--- src/rtl/clock_pkg.sv ---
// Shared types, limits and field arithmetic for the time-setting front panel.
package clock_pkg;

    localparam int MAX_HOURS   = 23;
    localparam int MAX_MINUTES = 59;
    localparam int HRS_W       = 5;
    localparam int MIN_W       = 7;

    typedef enum logic [1:0] {
        RUN,
        EDIT_HRS,
        EDIT_MIN,
        COMMIT
    } state_t;

    // Simultaneous up and down cancel out; wrap is by compare against the field maximum.
    function automatic logic [HRS_W-1:0] step_hours(input logic [HRS_W-1:0] v,
                                                    input logic up, input logic dn);
        logic [HRS_W-1:0] r;
        r = v;
        if (up && !dn)
            r = (v == HRS_W'(MAX_HOURS)) ? '0 : v + 1'b1;
        else if (dn && !up)
            r = (v == '0) ? HRS_W'(MAX_HOURS) : v - 1'b1;
        return r;
    endfunction

    function automatic logic [MIN_W-1:0] step_minutes(input logic [MIN_W-1:0] v,
                                                      input logic up, input logic dn);
        logic [MIN_W-1:0] r;
        r = v;
        if (up && !dn)
            r = (v == MIN_W'(MAX_MINUTES)) ? '0 : v + 1'b1;
        else if (dn && !up)
            r = (v == '0) ? MIN_W'(MAX_MINUTES) : v - 1'b1;
        return r;
    endfunction

    function automatic logic [HRS_W-1:0] clamp_hours(input logic [HRS_W-1:0] v);
        return (v > HRS_W'(MAX_HOURS)) ? '0 : v;
    endfunction

    function automatic logic [MIN_W-1:0] clamp_minutes(input logic [MIN_W-1:0] v);
        return (v > MIN_W'(MAX_MINUTES)) ? '0 : v;
    endfunction

endpackage

--- src/rtl/button_debounce.sv ---
// Raw push-button conditioner: 2-flop synchronizer, stability counter and a
// one-cycle press pulse on the accepted rising edge.
module button_debounce #(
    parameter int DEBOUNCE_CNT = 1000
) (
    input  logic clk,
    input  logic reset,
    input  logic btn,
    output logic level,
    output logic press
);

    localparam int CNT_W = $clog2(DEBOUNCE_CNT + 1);
    localparam logic [CNT_W-1:0] CNT_LAST = CNT_W'(DEBOUNCE_CNT - 1);

    logic             sync1_q, sync2_q;
    logic             level_q, level_d;
    logic             press_q, press_d;
    logic [CNT_W-1:0] cnt_q, cnt_d;

    // The count holds the number of consecutive samples that disagree with the accepted level.
    always_comb begin
        level_d = level_q;
        press_d = 1'b0;
        cnt_d   = '0;
        if (sync2_q != level_q) begin
            if (cnt_q >= CNT_LAST) begin
                level_d = sync2_q;
                press_d = sync2_q;
            end else begin
                cnt_d = cnt_q + 1'b1;
            end
        end
    end

    always_ff @(posedge clk or negedge reset) begin
        if (!reset) begin
            sync1_q <= 1'b0;
            sync2_q <= 1'b0;
            level_q <= 1'b0;
            press_q <= 1'b0;
            cnt_q   <= '0;
        end else begin
            sync1_q <= btn;
            sync2_q <= sync1_q;
            level_q <= level_d;
            press_q <= press_d;
            cnt_q   <= cnt_d;
        end
    end

    assign level = level_q;
    assign press = press_q;

endmodule

--- src/rtl/time_set_controller.sv ---
// Front-panel time-setting FSM: edits a shadow copy of the current time with
// debounced mode/inc/dec buttons and commits it with a held set strobe.
module time_set_controller
    import clock_pkg::*;
#(
    parameter int DEBOUNCE_CNT  = 1000,
    parameter int REPEAT_DELAY  = 50000,
    parameter int REPEAT_PERIOD = 10000,
    parameter int SET_HOLD      = 100000,
    parameter int TIMEOUT       = 5000000
) (
    input  logic             clk,
    input  logic             reset,
    input  logic             btn_mode,
    input  logic             btn_inc,
    input  logic             btn_dec,
    input  logic [HRS_W-1:0] cur_hours,
    input  logic [MIN_W-1:0] cur_minutes,
    output logic             set,
    output logic [HRS_W-1:0] set_hours,
    output logic [MIN_W-1:0] set_minutes,
    output logic             edit_hrs,
    output logic             edit_min
);

    localparam int RPT_W  = $clog2(REPEAT_DELAY + 1);
    localparam int HOLD_W = $clog2(SET_HOLD + 1);
    localparam int TMO_W  = $clog2(TIMEOUT + 1);
    localparam logic [RPT_W-1:0]  RPT_FIRE  = RPT_W'(REPEAT_DELAY);
    localparam logic [RPT_W-1:0]  RPT_RELD  = RPT_W'(REPEAT_DELAY - REPEAT_PERIOD);
    localparam logic [HOLD_W-1:0] HOLD_LAST = HOLD_W'(SET_HOLD);
    localparam logic [TMO_W-1:0]  TMO_LAST  = TMO_W'(TIMEOUT - 1);

    logic mode_level_unused, mode_press;
    logic inc_level, inc_press, dec_level, dec_press;

    button_debounce #(.DEBOUNCE_CNT(DEBOUNCE_CNT)) u_db_mode (
        .clk(clk), .reset(reset), .btn(btn_mode), .level(mode_level_unused), .press(mode_press)
    );
    button_debounce #(.DEBOUNCE_CNT(DEBOUNCE_CNT)) u_db_inc (
        .clk(clk), .reset(reset), .btn(btn_inc), .level(inc_level), .press(inc_press)
    );
    button_debounce #(.DEBOUNCE_CNT(DEBOUNCE_CNT)) u_db_dec (
        .clk(clk), .reset(reset), .btn(btn_dec), .level(dec_level), .press(dec_press)
    );

    state_t            state_q, state_d;
    logic [HRS_W-1:0]  hrs_q, hrs_d;
    logic [MIN_W-1:0]  min_q, min_d;
    logic              set_q, set_d;
    logic              edit_hrs_q, edit_hrs_d;
    logic              edit_min_q, edit_min_d;
    logic [RPT_W-1:0]  rpt_inc_q, rpt_inc_d, rpt_dec_q, rpt_dec_d;
    logic [HOLD_W-1:0] hold_q, hold_d;
    logic [TMO_W-1:0]  tmo_q, tmo_d;
    logic              editing, inc_fire, dec_fire, inc_step, dec_step;
    logic              any_press, timed_out;

    assign editing   = (state_q == EDIT_HRS) || (state_q == EDIT_MIN);
    assign inc_fire  = inc_level && (rpt_inc_q == RPT_FIRE);
    assign dec_fire  = dec_level && (rpt_dec_q == RPT_FIRE);
    assign inc_step  = editing && (inc_press || inc_fire);
    assign dec_step  = editing && (dec_press || dec_fire);
    assign any_press = mode_press || inc_press || dec_press;
    assign timed_out = !any_press && (tmo_q == TMO_LAST);

    // Auto-repeat: after the first fire the counter reloads so later fires are REPEAT_PERIOD apart.
    always_comb begin
        rpt_inc_d = '0;
        rpt_dec_d = '0;
        if (editing && inc_level)
            rpt_inc_d = inc_fire ? RPT_RELD : rpt_inc_q + 1'b1;
        if (editing && dec_level)
            rpt_dec_d = dec_fire ? RPT_RELD : rpt_dec_q + 1'b1;
    end

    always_comb begin
        state_d = state_q;
        hrs_d   = hrs_q;
        min_d   = min_q;
        set_d   = 1'b0;
        hold_d  = '0;
        tmo_d   = '0;
        if (editing && !any_press && (tmo_q != TMO_LAST))
            tmo_d = tmo_q + 1'b1;
        case (state_q)
            RUN: begin
                if (mode_press) begin
                    hrs_d   = clamp_hours(cur_hours);
                    min_d   = clamp_minutes(cur_minutes);
                    state_d = EDIT_HRS;
                end
            end
            EDIT_HRS: begin
                hrs_d = step_hours(hrs_q, inc_step, dec_step);
                if (mode_press)
                    state_d = EDIT_MIN;
                else if (timed_out)
                    state_d = RUN;
            end
            EDIT_MIN: begin
                min_d = step_minutes(min_q, inc_step, dec_step);
                if (mode_press)
                    state_d = COMMIT;
                else if (timed_out)
                    state_d = RUN;
            end
            COMMIT: begin
                // set rises one clock after entry so the shadow has settled first.
                if (hold_q == HOLD_LAST) begin
                    state_d = RUN;
                end else begin
                    set_d  = 1'b1;
                    hold_d = hold_q + 1'b1;
                end
            end
            default: state_d = RUN;
        endcase
        edit_hrs_d = (state_d == EDIT_HRS);
        edit_min_d = (state_d == EDIT_MIN);
    end

    always_ff @(posedge clk or negedge reset) begin
        if (!reset) begin
            state_q    <= RUN;
            hrs_q      <= '0;
            min_q      <= '0;
            set_q      <= 1'b0;
            edit_hrs_q <= 1'b0;
            edit_min_q <= 1'b0;
            rpt_inc_q  <= '0;
            rpt_dec_q  <= '0;
            hold_q     <= '0;
            tmo_q      <= '0;
        end else begin
            state_q    <= state_d;
            hrs_q      <= hrs_d;
            min_q      <= min_d;
            set_q      <= set_d;
            edit_hrs_q <= edit_hrs_d;
            edit_min_q <= edit_min_d;
            rpt_inc_q  <= rpt_inc_d;
            rpt_dec_q  <= rpt_dec_d;
            hold_q     <= hold_d;
            tmo_q      <= tmo_d;
        end
    end

    assign set         = set_q;
    assign set_hours   = hrs_q;
    assign set_minutes = min_q;
    assign edit_hrs    = edit_hrs_q;
    assign edit_min    = edit_min_q;

endmodule
--- config.mk ---
export PLATFORM = sky130hd
export DESIGN_NAME = time_set_controller
export DESIGN_NICKNAME = d
export VERILOG_FILES = /design/src/rtl/clock_pkg.sv /design/src/rtl/button_debounce.sv /design/src/rtl/time_set_controller.sv
export SDC_FILE = /design/constraint.sdc
export NUM_CORES = 1
export LEC_CHECK = 0
export ABC_AREA = 1
export BUFFER_PORTS_ARGS = -buffer_cell sky130_fd_sc_hd__buf_4
export CORE_MARGIN = 10
export CORE_UTILIZATION = 40
export DETAILED_ROUTE_END_ITERATION = 10
export PLACE_DENSITY_LB_ADDON = 0.1
export SKIP_LAST_GASP = 1
export SLEW_MARGIN = 20
export SYNTH_ARGS = -nofsm -noshare
export SYNTH_HDL_FRONTEND = slang
export SYNTH_SLANG_ARGS = --single-unit
--- constraint.sdc ---
create_clock -name clk -period 2.3 [get_ports clk]
set_clock_uncertainty 0.2 [all_clocks]
set_input_delay 0.345 -clock clk [delete_from_list [all_inputs] [get_ports clk]]
set_output_delay 0.345 -clock clk [all_outputs]
set_load 0.03 [all_outputs]
==> Yosys cells after proc, flatten, opt, wreduce, memory -nomap -nowiden <==
Index checks and enable logic that the tools add are counted.
{ "word_totals": {"regBits": 131, "latch_bits": 0, "mem_bits_rw": 0, "romBits": 0, "inputBits": 17, "memories": 0} }
{ "op_classes": {"add_sub_neg": 11, "n_mul": 0, "div_mod_pow": 0, "n_lt_le_gt_ge": 5, "eq_ne": 18, "shift": 0, "n_mux": 41, "n_bitwise": 0, "reduce_logical": 29} }
{ "ops": {"columns": ["op", "count"], "rows": [
  ["$mux 16", 4],
  ["$mux 10", 6],
  ["$mux 7", 6],
  ["$mux 17", 2],
  ["$add 16x1->16 const B", 2],
  ["$eq 16x16->1 const B", 2],
  ["$add 10x1->10 const B", 3],
  ["$ge 10x10->1 const B", 3],
  ["$mux 5", 6],
  ["$add 23x1->23 const B", 1],
  ["$eq 23x23->1 const B", 1],
  ["$mux 23", 1],
  ["$ne 23x23->1 const B", 1],
  ["$add 17x1->17 const B", 1],
  ["$eq 17x17->1 const B", 1],
  ["$pmux 7 s2", 1],
  ["$logic_and 1x1->1", 11],
  ["$mux 2", 5],
  ["$pmux 5 s2", 1],
  ["$mux 1", 8],
  ["$pmux 2 s4", 1],
  ["$add 7x1->7 const B", 1],
  ["$eq 7x6->1 const B", 1],
  ["$gt 7x6->1 const B", 1],
  ["18 further kinds", 34]
]} }

==> Logic depth before layout (Yosys ltp) <==
{ "depth": {"ltp_word": 9, "mapped_depth": 15, "mapped_depth_nobuf": 15} }

==> Hierarchy <==
Synthesis repeated with hierarchy kept, for this count alone.
{ "unflattened": {"cells_unflattened": 1005, "hier_area_um2": 7534.7} }
{ "by_module_without_submodules": {"columns": ["module", "instances", "cells_each", "area_each_um2", "seq_area_each_um2"], "rows": [
  ["time_set_controller", 1, 786, 5571.6, 2227.1],
  ["button_debounce", 3, 73, 654.4, 350.3]
]} }

==> Worst setup path after synthesis <==
No wires, ideal clock.
{ "synth_path": {"path_kind": "flip-flop to flip-flop", "startpoint": "register min_q[0], in the netlist set_minutes[0]", "endpoint": "register min_q[5], in the netlist set_minutes[5]", "setup_time_ns": 0.117, "arrival_ns": 1.559, "t_required_ns": 1.983, "path_slack_ns": 0.424, "path_stages_with_launch": 13, "n_path_buf": 0, "synth_period_minus_slack_ns": 1.876, "path_cell_list": "dfrtp_1 > inv_1 > ha_1 > nand4_1 > nor2_1 > inv_1 > nand2_1 > nor2_1 > nand2_1 > nand3_1 > nand2_1 > nand2_1 > nand2_1"} }
{ "synth_between": {"elab_chain_cells": 5} }
{ "synth_rtl": {"columns": ["item", "line", "source"], "rows": [
  ["start, declared", "time_set_controller.sv:49", "logic [MIN_W-1:0] min_q, min_d;"],
  ["start signal, assigned", "time_set_controller.sv:138", "min_q <= min_d;"],
  ["$sub 7x1->7 or $logic_not 7->1 (tied branches)", "clock_pkg.sv:35", "r = (v == '0) ? MIN_W'(MAX_MINUTES) : v - 1'b1;"],
  ["$mux 7", "clock_pkg.sv:35", null],
  ["$mux 7", "clock_pkg.sv:34", "else if (dn && !up)"],
  ["$mux 7 (*)", "clock_pkg.sv:32", "if (up && !dn)"],
  ["$pmux 7 s2 (*)", "time_set_controller.sv:86", "case (state_q)"]
]} }
Mark *: on every way between the ends. The rest lies on a longest branch, timed or not. The select of a mux whose other input is x is not followed.
A chain may end at the register's enable or synchronous reset.

==> Final worst setup path <==
{ "layout_path": {"startpoint": "register rpt_inc_q[0]", "endpoint": "register min_q[4], in the netlist set_minutes[4]"} }
{ "layout_between": {"elab_chain_cells": 8} }
{ "layout_rtl": {"columns": ["item", "line", "source"], "rows": [
  ["start, declared", "time_set_controller.sv:53", "logic [RPT_W-1:0] rpt_inc_q, rpt_inc_d, rpt_dec_q, rpt_dec_d;"],
  ["start signal, assigned", "time_set_controller.sv:142", "rpt_inc_q <= rpt_inc_d;"],
  ["$eq 16x16->1 (*)", "time_set_controller.sv:60", "assign inc_fire = inc_level && (rpt_inc_q == RPT_FIRE);"],
  ["$logic_and 1x1->1 (*)", "time_set_controller.sv:60", null],
  ["$logic_or 1x1->1 (*)", "time_set_controller.sv:62", "assign inc_step = editing && (inc_press || inc_fire);"],
  ["$logic_and 1x1->1 (*)", "time_set_controller.sv:62", null],
  ["$logic_not 1->1", "clock_pkg.sv:34", null],
  ["$logic_and 1x1->1", "clock_pkg.sv:34", null],
  ["$ne 3x1->1 (no source line)", null, null],
  ["$reduce_and 3->1 (no source line)", null, null]
]} }
Mark *: on every way between the ends. The rest lies on a longest branch, timed or not.

==> impl_metrics.toml <==
[status]
outcome = "completed"

[drt]
first_iter_violations = 317
vias_per_cell = 4.75
drt-met1-wl_um = 7760
routedWlPerCell_um = 12.3
wl_met3_um = 409
dr_wl_met2_um = 7190
num_vias = 5982
antenna_left = 0
highest_layer = "met4"
firstDrtPassIters = 5
routed_wl_um = 15500
drc_errors = 0

[worst_setup_path]
slowest_delay_ns = 0.40
crit_required_ns = 2.45
cp-start-kind = "flop"
critPathArrivalTime_ns = 2.25
crit_chain = "inv_1 > ha_1 > nand2_1 > inv_1 > nand2_1 > nor2_1 > nand2_1 > nand2_2 > nand3_2 > nand3_1 > nand2_4 > inv_4 > nand2_1 > nand2_1"
timing_worst_setup_path_type = "reg -> reg"
worstPathMaxFanout = 10
reg2reg_to = "set_minutes[4]"
r2r_slack_ns = 0.21
crit_top_cell = "nand2_1"
critPathSlowestCell = "dfrtp_1"
critPathTopFamily = "simple AND/OR/NAND/NOR gates"
rr_worst_depth = 14
timing.rr.start = "rpt_inc_q[0]"
path_buf_inv = 3
end_kind = "flop"

[synth]
synth_commonest_cells = "nand2_1, inv_1, nor2_1"
yosysWarnings = 0
ys_seq_area_share_pct = 45.2
synth_top_area_share_pct = 45.2
synth_seq_cells = 131
synth_edf_count = 0
syn_nets = 992
synth.most_common_cell = "nand2_1"
synth_area_leader_cell = "dfrtp_1"
syn-instance-count = 957
synth.avg_cell_area_um2 = 7.58
ys.flop_type = "dfrtp_1"
synthArstFlopShare_pct = 100
synth.distinct_cells = 42
synth.area.top_cells = "dfrtp_1, nand2_1, inv_1, nor2_1, nand3_1"
mappedNetlistArea_um2 = 7260

[timing]
rsz0062_at_grt = "yes"
max_freq_mhz = 478
min_period_over_period_pct = 90.9
slew_viol_final = 0
finalSetupViolCount = 0
hold_viol = 0
layout_min_cycle_time_ns = 2.09
fin_setup_tns_ns = 0
worst_pin_slew_ns = 0.436
maxSlewHeadroom_pct = 70.6

[job]
maxCapViolCount = 0

[global_routing]
overflow = 0
grt_max_degree = 50
grt_pass1_vias = 5840
grt_usage_pct = 13.4
antenna_found_initial = 0
grt_pass1_wl_um = 27100

[finish]
drive_above_1_share_pct = 11.6
antenna_cells = 0
syn_to_final_growth_pct = 17.5
final_area_um2 = 8530
nFillCells = 1789
nets = 1053
finalNonFillerCells = 1260

[clocking]
numCtsBuffers = 17
cts_tree = "yes"
htree_num_levels = 4
clk_pin_slew_ns = 0.06
cts_root_buf = "clkbuf_16"
insertion_delay_ns = 0.42
cts_sinks = 131
ctsLongestPathBuffers = 2

[placement]
gp_congestion = 0.838
numPortBuffers = 31
dp_hpwl_um = 11500
dp_cells = 1221
dpl_cell_area_um2 = 7860

[power_and_ir_drop]
p_leak_nw = 3.80
finalPower_mw = 5.16
peakVddDrop_uv = 530
powerDensity_nw_per_um2 = 605

[floorplan]
pin_count = 32
dieArea_um2 = 23900
start_util_pct = 40.5
coreArea_um2 = 17900
rows = 49
die_w_um = 155
die_h_um = 155

[worst_hold_path]
min_path_cells = 5
min-delay-start = "cur_minutes[5]"
hp-class = "in -> reg"
whs_endpoint = "set_minutes[5]"
[timing repair]
action	4_1_cts	5_1_grt
buffers inserted	0	3
endpoints found under the setup margin	0	9
endpoints found under the hold margin	59	0
gates resized for setup	0	2
hold buffers	4	0
[metal layers]
| layer | global-route usage [%] | vias up |
|---|---|---|
| met5 | 0 | - |
| met4 | 4.23 | 0 |
| met3 | 3.02 | 14 |
| met2 | 21.3 | 60 |
| met1 | 17.5 | 2717 |
| li1 | - | 3191 |
[worst min-delay path, cell delays in order]
cell and delay (ns):
buf_4 0.08, nand2_1 0.04, nand2_1 0.06, nand2_1 0.05
nand2_1 0.05
[state kept, by name (all words and copies together) (netlist names), 2 cells and up]
register / flops
set_minutes: 7
u_db_inc.cnt_q: 10
u_db_dec.cnt_q: 10
state_q: 2
hold_q: 17
tmo_q: 23
rpt_dec_q: 16
u_db_mode.cnt_q: 10
rpt_inc_q: 16
set_hours: 5
[placed cells by master (no fill, tap or decap), types with 4 or more instances in the layout]
master / Yosys / layout
nand2_1: 218 / 218
inv_1: 137 / 136
nor2_1: 136 / 136
dfrtp_1: 131 / 131
nand3_1: 61 / 61
buf_4: 0 / 48
a21oi_1: 36 / 36
nor3_1: 35 / 35
nand4_1: 34 / 34
o21ai_0: 31 / 31
xor2_1: 21 / 21
ha_1: 18 / 18
clkbuf_16: 0 / 17
nor3b_1: 12 / 12
a31oi_1: 11 / 11
nand2_2: 9 / 8
nor2_2: 7 / 7
xnor2_1: 6 / 6
clkinvlp_4: 0 / 6
nor3_2: 5 / 5
inv_2: 5 / 5
nand3_2: 4 / 4
dlygate4sd3_1: 0 / 4
[where the power goes]
part	switching, mW	internal (mW)
sequential	0.0105	2.32
clock	1.05	1.64
combinational	0.0827	0.0499
total	1.15	4.01
[layout make-up]
class	count	area, µm²	share of cell area (%)
clock buffer	19	443	5.20
clock inverter	13	149	1.75
inverter	144	547	6.41
multi-input combinational	669	3370	39.5
sequential	131	3280	38.5
tap	229	287	3.36
timing repair buffer	55	452	5.30
[logic make-up after synthesis]
logic type | after synthesis | synth area share, %
AO/OA/AOI/OAI | 92 | 6.97
XOR/XNOR | 27 | 3.26
adder cells (fa/ha/maj) | 18 | 3.10
buffers and inverters | 157 | 8.45
flip-flops | 131 | 45.2
AND/OR/NAND/NOR | 532 | 33.1
[how the worst max path moves through the flow]
stage	depth (start not counted)	slack, ns	startpoint	end
finish	14	0.21	rpt_inc_q[0]	set_minutes[4]
CTS	14	0.16	rpt_inc_q[0]	set_minutes[4]
global placement	14	0.19	rpt_inc_q[0]	set_minutes[5]
global route	13	-0.03	rpt_dec_q[0]	set_minutes[5]
detailed placement	14	0.17	rpt_inc_q[0]	set_minutes[4]
floorplan	12	0.42	set_minutes[0]	set_minutes[5]
[per-stage QoR]
step	utilization (%)	hold WS, ns	worst slack [ns]
2_1_floorplan	-	-0.151	0.424
3_3_place_gp	43.9	0.0747	0.189
3_5_place_dp	43.9	0.0798	0.169
4_1_cts	47.4	0.0169	0.156
5_1_grt	47.6	0.0537	-0.0303
6_report	47.6	0.0383	0.209
Power figures use the tool's default switching activity.
